--- src/rtl/trsig_monitor.sv ---
// trsig_monitor: conflict monitor between the trsig controller and the lamp drivers.
// Legal light vectors pass with one cycle latency; the first violation latches flashing red.
module trsig_monitor #(
    parameter int MIN_YEL   = 3,
    parameter int MAX_PHASE = 64,
    parameter int FLASH_DIV = 8
) (
    input  logic       clk,
    input  logic       rst,
    input  logic       reda,
    input  logic       redb,
    input  logic       yela,
    input  logic       yelb,
    input  logic       grna,
    input  logic       grnb,
    output logic       lamp_reda,
    output logic       lamp_redb,
    output logic       lamp_yela,
    output logic       lamp_yelb,
    output logic       lamp_grna,
    output logic       lamp_grnb,
    output logic       fault,
    output logic [2:0] fault_code
);

    localparam int YW = $clog2(MIN_YEL + 1);
    localparam int SW = $clog2(MAX_PHASE + 1);
    localparam int FW = $clog2(2 * FLASH_DIV);

    localparam logic [YW-1:0] YEL_MAX  = YW'(MIN_YEL);
    localparam logic [SW-1:0] SAME_MAX = SW'(MAX_PHASE);
    localparam logic [FW-1:0] FL_HALF  = FW'(FLASH_DIV);
    localparam logic [FW-1:0] FL_LAST  = FW'(2 * FLASH_DIV - 1);

    localparam logic [2:0] C_NONE      = 3'd0;
    localparam logic [2:0] C_ILLEGAL   = 3'd1;
    localparam logic [2:0] C_CONFLICT  = 3'd2;
    localparam logic [2:0] C_SEQUENCE  = 3'd3;
    localparam logic [2:0] C_SHORT_YEL = 3'd4;
    localparam logic [2:0] C_WATCHDOG  = 3'd5;

    localparam logic [2:0] ROAD_RED = 3'b100;

    typedef enum logic {
        S_PASS,
        S_FAULT
    } state_t;

    state_t r_state;
    state_t w_state_nxt;

    // Each road is packed as {red, yel, grn}.
    logic [2:0]    w_a;
    logic [2:0]    w_b;
    logic [2:0]    r_lamp_a;
    logic [2:0]    r_lamp_b;
    logic [2:0]    r_prev_a;
    logic [2:0]    r_prev_b;
    logic          r_pv;
    logic          r_fault;
    logic [2:0]    r_code;
    logic [2:0]    w_code;
    logic [YW-1:0] r_ycnt_a;
    logic [YW-1:0] r_ycnt_b;
    logic [YW-1:0] w_ycnt_a;
    logic [YW-1:0] w_ycnt_b;
    logic [SW-1:0] r_same;
    logic [SW-1:0] w_same;
    logic [FW-1:0] r_flash;
    logic [FW-1:0] w_flash;
    logic          w_flash_on;
    logic          w_ill;
    logic          w_conf;
    logic          w_seq;
    logic          w_short;
    logic          w_wdog;

    function automatic logic onehot3(input logic [2:0] v);
        return (v == 3'b100) || (v == 3'b010) || (v == 3'b001);
    endfunction

    function automatic logic bad_seq(input logic [2:0] p,
                                     input logic [2:0] c);
        return (p[0] & c[2]) | (p[2] & c[1]) | (p[1] & c[0]);
    endfunction

    function automatic logic short_yel(input logic [2:0]    p,
                                       input logic [2:0]    c,
                                       input logic [YW-1:0] n);
        return p[1] & c[2] & (n < YEL_MAX);
    endfunction

    assign w_a = {reda, yela, grna};
    assign w_b = {redb, yelb, grnb};

    assign w_ycnt_a = !w_a[1] ? '0 :
                      (r_ycnt_a == YEL_MAX) ? YEL_MAX :
                      r_ycnt_a + 1'b1;
    assign w_ycnt_b = !w_b[1] ? '0 :
                      (r_ycnt_b == YEL_MAX) ? YEL_MAX :
                      r_ycnt_b + 1'b1;

    // The first sample after reset has no predecessor, so its run length is 0.
    assign w_same = !(r_pv && ({w_a, w_b} == {r_prev_a, r_prev_b})) ? '0 :
                    (r_same == SAME_MAX) ? SAME_MAX :
                    r_same + 1'b1;

    assign w_ill   = !onehot3(w_a) || !onehot3(w_b);
    assign w_conf  = (w_a[1] | w_a[0]) & (w_b[1] | w_b[0]);
    assign w_seq   = r_pv & (bad_seq(r_prev_a, w_a) | bad_seq(r_prev_b, w_b));
    assign w_short = r_pv & (short_yel(r_prev_a, w_a, r_ycnt_a) |
                             short_yel(r_prev_b, w_b, r_ycnt_b));
    assign w_wdog  = (w_same == SAME_MAX);

    always_comb begin
        w_code = C_NONE;
        if (w_ill) begin
            w_code = C_ILLEGAL;
        end else if (w_conf) begin
            w_code = C_CONFLICT;
        end else if (w_seq) begin
            w_code = C_SEQUENCE;
        end else if (w_short) begin
            w_code = C_SHORT_YEL;
        end else if (w_wdog) begin
            w_code = C_WATCHDOG;
        end
    end

    always_comb begin
        w_state_nxt = r_state;
        case (r_state)
            S_PASS: begin
                if (w_code != C_NONE) begin
                    w_state_nxt = S_FAULT;
                end
            end
            S_FAULT: begin
                w_state_nxt = S_FAULT;
            end
            default: begin
                w_state_nxt = S_PASS;
            end
        endcase
    end

    assign w_flash    = (r_flash == FL_LAST) ? '0 : r_flash + 1'b1;
    assign w_flash_on = (w_flash < FL_HALF);

    always_ff @(posedge clk) begin
        if (rst) begin
            r_state  <= S_PASS;
            r_lamp_a <= ROAD_RED;
            r_lamp_b <= ROAD_RED;
            r_prev_a <= '0;
            r_prev_b <= '0;
            r_pv     <= 1'b0;
            r_fault  <= 1'b0;
            r_code   <= C_NONE;
            r_ycnt_a <= '0;
            r_ycnt_b <= '0;
            r_same   <= '0;
            r_flash  <= '0;
        end else begin
            r_state <= w_state_nxt;
            case (r_state)
                S_PASS: begin
                    if (w_code != C_NONE) begin
                        r_fault  <= 1'b1;
                        r_code   <= w_code;
                        r_lamp_a <= ROAD_RED;
                        r_lamp_b <= ROAD_RED;
                        r_flash  <= '0;
                    end else begin
                        r_lamp_a <= w_a;
                        r_lamp_b <= w_b;
                        r_prev_a <= w_a;
                        r_prev_b <= w_b;
                        r_pv     <= 1'b1;
                        r_ycnt_a <= w_ycnt_a;
                        r_ycnt_b <= w_ycnt_b;
                        r_same   <= w_same;
                    end
                end
                S_FAULT: begin
                    r_flash  <= w_flash;
                    r_lamp_a <= {w_flash_on, 2'b00};
                    r_lamp_b <= {w_flash_on, 2'b00};
                end
                default: begin
                    r_lamp_a <= ROAD_RED;
                    r_lamp_b <= ROAD_RED;
                end
            endcase
        end
    end

    assign lamp_reda  = r_lamp_a[2];
    assign lamp_yela  = r_lamp_a[1];
    assign lamp_grna  = r_lamp_a[0];
    assign lamp_redb  = r_lamp_b[2];
    assign lamp_yelb  = r_lamp_b[1];
    assign lamp_grnb  = r_lamp_b[0];
    assign fault      = r_fault;
    assign fault_code = r_code;

endmodule
--- config.mk ---
export PLATFORM = sky130hd
export DESIGN_NAME = trsig_monitor
export DESIGN_NICKNAME = d
export VERILOG_FILES = /design/src/rtl/trsig_monitor.sv
export SDC_FILE = /design/constraint.sdc
export NUM_CORES = 1
export LEC_CHECK = 0
export ABC_AREA = 1
export CORE_AREA = 4 4 69 52
export DETAILED_ROUTE_END_ITERATION = 8
export DIE_AREA = 0 0 73 56
export PLACE_DENSITY_LB_ADDON = 0.08
export SYNTH_ARGS = -nofsm -noshare
export SYNTH_HDL_FRONTEND = slang
export SYNTH_SLANG_ARGS = --single-unit
--- constraint.sdc ---
create_clock -name clk -period 3.4 [get_ports clk]
set_input_delay 0.34 -clock clk [delete_from_list [all_inputs] [get_ports clk]]
set_output_delay 0.34 -clock clk [all_outputs]
set_load 0.005 [all_outputs]
==> impl_metrics.xml <==
<?xml version="1.0" encoding="UTF-8"?>
<metrics>
  <group name="worst_setup_path">
    <metric name="criticalPathCategory" unit="">in -&gt; reg</metric>
    <metric name="critical_path_peak_fanout" unit="">13</metric>
    <metric name="critical_path.reg2reg.endpoint" unit="">r_flash[2]$_SDFFE_PP0P_</metric>
    <metric name="cp-start-kind" unit="">input port</metric>
    <metric name="rr_startpoint" unit="">r_same[1]$_SDFFE_PP0P_</metric>
    <metric name="reg2reg_depth" unit="">13</metric>
    <metric name="data_arrival_at_the_endpoint_of_the_critical_path" unit="ps">2640</metric>
    <metric name="timing.critical_path.to" unit="">r_flash[2]$_SDFFE_PP0P_</metric>
    <metric name="worst_ep_required_time" unit="ps">3620</metric>
    <metric name="reg2reg_setup_slack" unit="ps">1220</metric>
    <metric name="crit_path_start" unit="">grnb</metric>
    <metric name="worst_setup_path_end_kind" unit="">flop</metric>
  </group>
  <group name="drt">
    <metric name="drt_pass1_iterations" unit="">4</metric>
    <metric name="postRouteWirelength" unit="mm">3.61</metric>
    <metric name="wl_per_cell" unit="µm">12.1</metric>
    <metric name="avgViaCountPerCell" unit="">5.17</metric>
    <metric name="vias" unit="">1541</metric>
    <metric name="drt_iter0_drc" unit="">114</metric>
    <metric name="final_antenna_net_count" unit="">0</metric>
    <metric name="drc_errors" unit="">0</metric>
  </group>
  <group name="die">
    <metric name="dieArea" unit="µm²">4090</metric>
    <metric name="die_h" unit="µm">56</metric>
    <metric name="row_count" unit="">17</metric>
    <metric name="placeableCoreArea" unit="µm²">3000</metric>
    <metric name="design.portCount" unit="">18</metric>
    <metric name="fp.dieW" unit="µm">73</metric>
    <metric name="start_util" unit="">0.563</metric>
  </group>
  <group name="layout">
    <metric name="antenna_cells" unit="">0</metric>
    <metric name="fraction_of_layout_instances_using_a_drive_strength_above_1" unit="">0.127</metric>
    <metric name="final_design_area_no_fill" unit="µm²">1970</metric>
    <metric name="design.final.nets" unit="">270</metric>
    <metric name="fillCellCount" unit="">256</metric>
    <metric name="signed_area_change_from_the_synthesized_netlist_to_the_final_layout" unit="%">16.6</metric>
  </group>
  <group name="yosys">
    <metric name="synthCells" unit="">239</metric>
    <metric name="yosys_warnings" unit="">0</metric>
    <metric name="post_synth_xor_area_fraction" unit="">0.0156</metric>
    <metric name="synth.lib_cells_used.distinct" unit="">31</metric>
    <metric name="synth-seq-area-share" unit="">0.391</metric>
    <metric name="synth_fp_nets" unit="">250</metric>
    <metric name="syn_area" unit="µm²">1690</metric>
    <metric name="multiplexer_share_of_the_synthesized_area" unit="">0</metric>
    <metric name="synth_seq_cells" unit="">33</metric>
    <metric name="synth_simple_gate_area_share" unit="">0.315</metric>
    <metric name="main_combinational_cell_family_by_area_after_synthesis" unit="">simple AND/OR/NAND/NOR gates</metric>
    <metric name="synth-compound-area-share" unit="">0.166</metric>
    <metric name="synth_area_per_cell" unit="µm²">7.06</metric>
    <metric name="yosys.area_share.adder" unit="">0.0222</metric>
  </group>
  <group name="placed_design">
    <metric name="detailed_place_hpwl" unit="mm">2.67</metric>
    <metric name="port_buffers" unit="">17</metric>
    <metric name="dpl-instance-area" unit="µm²">1880</metric>
    <metric name="routabilityCongestion" unit="">0.945</metric>
  </group>
  <group name="timing">
    <metric name="crit_share_post_route" unit="">0.712</metric>
    <metric name="timing.setup.tns" unit="ps">0</metric>
    <metric name="worst_slew_pin_slew" unit="ps">473</metric>
    <metric name="finalSetupViolations" unit="">0</metric>
    <metric name="report.final.hold_viol_count" unit="">0</metric>
    <metric name="slew_viol_final" unit="">0</metric>
    <metric name="hold_ws" unit="ps">466</metric>
    <metric name="skew" unit="ps">6.26</metric>
    <metric name="achievable-frequency" unit="MHz">413</metric>
    <metric name="timing.slew.headroom" unit="">0.685</metric>
    <metric name="timing.final.crit_period" unit="ps">2420</metric>
    <metric name="grt_setup_unrepaired" unit="">false</metric>
  </group>
  <group name="clock_network">
    <metric name="tritoncts" unit="">done</metric>
    <metric name="cts_sinks" unit="">33</metric>
    <metric name="post_cts_buffers" unit="">0</metric>
    <metric name="clockBufferDepth" unit="">2</metric>
    <metric name="post_cts.resized_instances" unit="">0</metric>
    <metric name="tritoncts_buffers" unit="">5</metric>
    <metric name="clk_pin_slew_worst_paths" unit="ps">70</metric>
    <metric name="clk-insertion-delay-late" unit="ps">280</metric>
    <metric name="htreeDepth" unit="">2</metric>
    <metric name="cts-root-buf" unit="">sky130_fd_sc_hd__clkbuf_8</metric>
    <metric name="hold_buffers" unit="">0</metric>
  </group>
  <group name="global_route">
    <metric name="grtUsageTotal" unit="">0.195</metric>
    <metric name="overflow" unit="">0</metric>
    <metric name="grt_start_max_net_pins" unit="">15</metric>
    <metric name="grt_first_pass_wirelength" unit="mm">6.29</metric>
    <metric name="grt_antenna_before_repair" unit="">0</metric>
    <metric name="via_count_of_the_first_global_routing_pass" unit="">1375</metric>
  </group>
  <group name="power_and_ir_drop">
    <metric name="post-layout-total-power" unit="µW">766</metric>
    <metric name="power-per-cell-area" unit="nW/µm²">389</metric>
    <metric name="power.static_leakage" unit="nW">0.867</metric>
    <metric name="vdd.ir_drop.worst" unit="V">0.000304</metric>
  </group>
  <group name="min_path">
    <metric name="hold_path.class" unit="">reg -&gt; reg</metric>
    <metric name="number_of_instances_on_the_worst_hold_path" unit="">2</metric>
  </group>
  <group name="outcome">
    <metric name="run_status" unit="">finished, final reports clean</metric>
  </group>
  <group name="flow_run">
    <metric name="cap_violations" unit="">0</metric>
  </group>
</metrics>
[cell usage after synthesis, drive strengths merged]
cell | n | area share
dfxtp | 33 | 0.39
buf | 2 | 0.0096
a21oi | 19 | 0.059
o211ai | 1 | 0.0044
nand2b | 1 | 0.0037
o21ai | 17 | 0.059
nor2 | 23 | 0.062
xor2 | 3 | 0.016
o21bai | 1 | 0.0044
nor3 | 1 | 0.0030
o22ai | 3 | 0.022
a32o | 1 | 0.0059
a31oi | 3 | 0.011
ha | 3 | 0.022
clkinv | 1 | 0.0022
nand3b | 3 | 0.013
inv | 33 | 0.073
nand2 | 71 | 0.17
nand4 | 3 | 0.020
nand3 | 15 | 0.047
clkbuf | 2 | 0.0044
[area by class of cell]
cell class                 instances  area [µm²]  area share
tap                               38        47.5      0.0242
inverter                          34         128      0.0648
clock inverter                     3        17.5     0.00890
multi-input combinational        168         876       0.445
timing repair buffer              17         170      0.0865
clock buffer                       5        68.8      0.0350
sequential                        33         661       0.336
[report_power, final]
part | switching, mW | internal, mW
clock network | 0.148 | 0.141
logic | 0.0443 | 0.0295
registers | 0.00725 | 0.396
total | 0.200 | 0.566
[registers in the layout, indices dropped and copies added, names as in the netlist, 2 cells and up]
signal	flops
fault_code	3
r_flash	4
r_lamp_a	3
r_lamp_b	3
r_prev_a	3
r_prev_b	3
r_same	7
r_ycnt_a	2
r_ycnt_b	2
[per-layer routing]
| layer | share of wire | vias to the layer above | wire, µm | track usage |
|---|---|---|---|---|
| met5 | 0 | - | 0 | 0 |
| met4 | 0.010 | 0 | 36 | 0.0553 |
| met3 | 0.047 | 4 | 169 | 0.0542 |
| met2 | 0.42 | 33 | 1500 | 0.260 |
| met1 | 0.53 | 698 | 1900 | 0.298 |
| li1 | - | 806 | - | - |
[worst max-delay path, cell delays in order]
cell                              delay, ps
sky130_fd_sc_hd__clkdlybuf4s50_1        620
sky130_fd_sc_hd__inv_2                   80
sky130_fd_sc_hd__nand2_1                 60
sky130_fd_sc_hd__nand2_1                 60
sky130_fd_sc_hd__nor2_1                 110
sky130_fd_sc_hd__nand2_2                100
sky130_fd_sc_hd__nor2_8                 160
sky130_fd_sc_hd__o21ai_2                 80
sky130_fd_sc_hd__nand2_2                 80
sky130_fd_sc_hd__inv_2                   30
sky130_fd_sc_hd__nand2_2                 80
sky130_fd_sc_hd__nand4_4                210
sky130_fd_sc_hd__inv_2                  210
sky130_fd_sc_hd__nand2_2                220
sky130_fd_sc_hd__a21oi_2                190
[kinds of logic after synthesis]
logic type | after synthesis
and+or+nand+nor | 117
AOI/OAI and AO/OA | 45
buffers and inverters | 38
DFF | 33
xor gates and xnor gates | 3
adders and majority gates | 3
[layout by cell type (no fill, tap or decap), types with 2 or more instances in the layout]
cell type,count
sky130_fd_sc_hd__nand2_1,66
sky130_fd_sc_hd__dfxtp_1,33
sky130_fd_sc_hd__inv_1,25
sky130_fd_sc_hd__nor2_1,21
sky130_fd_sc_hd__a21oi_1,18
sky130_fd_sc_hd__clkdlybuf4s50_1,17
sky130_fd_sc_hd__nand3_1,14
sky130_fd_sc_hd__o21ai_0,11
sky130_fd_sc_hd__inv_2,8
sky130_fd_sc_hd__nand2_2,5
sky130_fd_sc_hd__clkbuf_8,5
sky130_fd_sc_hd__o21ai_2,4
sky130_fd_sc_hd__nand3b_1,3
sky130_fd_sc_hd__xor2_1,3
sky130_fd_sc_hd__a31oi_1,3
sky130_fd_sc_hd__o22ai_2,3
sky130_fd_sc_hd__ha_1,3
sky130_fd_sc_hd__nand4_1,2
sky130_fd_sc_hd__o21ai_1,2
sky130_fd_sc_hd__clkinv_2,2
[per-stage QoR]
stage,worst slack (ps),utilization,instances
floorplan,1680,-,239
global route,777,0.656,298
finish,978,0.656,298
detailed placement,714,0.627,290
global placement,760,0.627,290
CTS,1000,0.656,298
[worst min path at each step]
stage / slack, ps / endpoint / start
global placement: 450 / fault$_SDFFE_PP0P_ / fault$_SDFFE_PP0P_
floorplan: 450 / r_same[6]$_SDFFE_PP0P_ / r_same[6]$_SDFFE_PP0P_
detailed placement: 460 / fault_code[0]$_SDFFE_PP0P_ / fault_code[0]$_SDFFE_PP0P_
CTS: 470 / fault_code[2]$_SDFFE_PP0P_ / fault_code[2]$_SDFFE_PP0P_
global route: 490 / fault_code[0]$_SDFFE_PP0P_ / fault_code[0]$_SDFFE_PP0P_
finish: 470 / fault_code[0]$_SDFFE_PP0P_ / fault_code[0]$_SDFFE_PP0P_
Note: power is estimated with default switching activity, not from simulation.
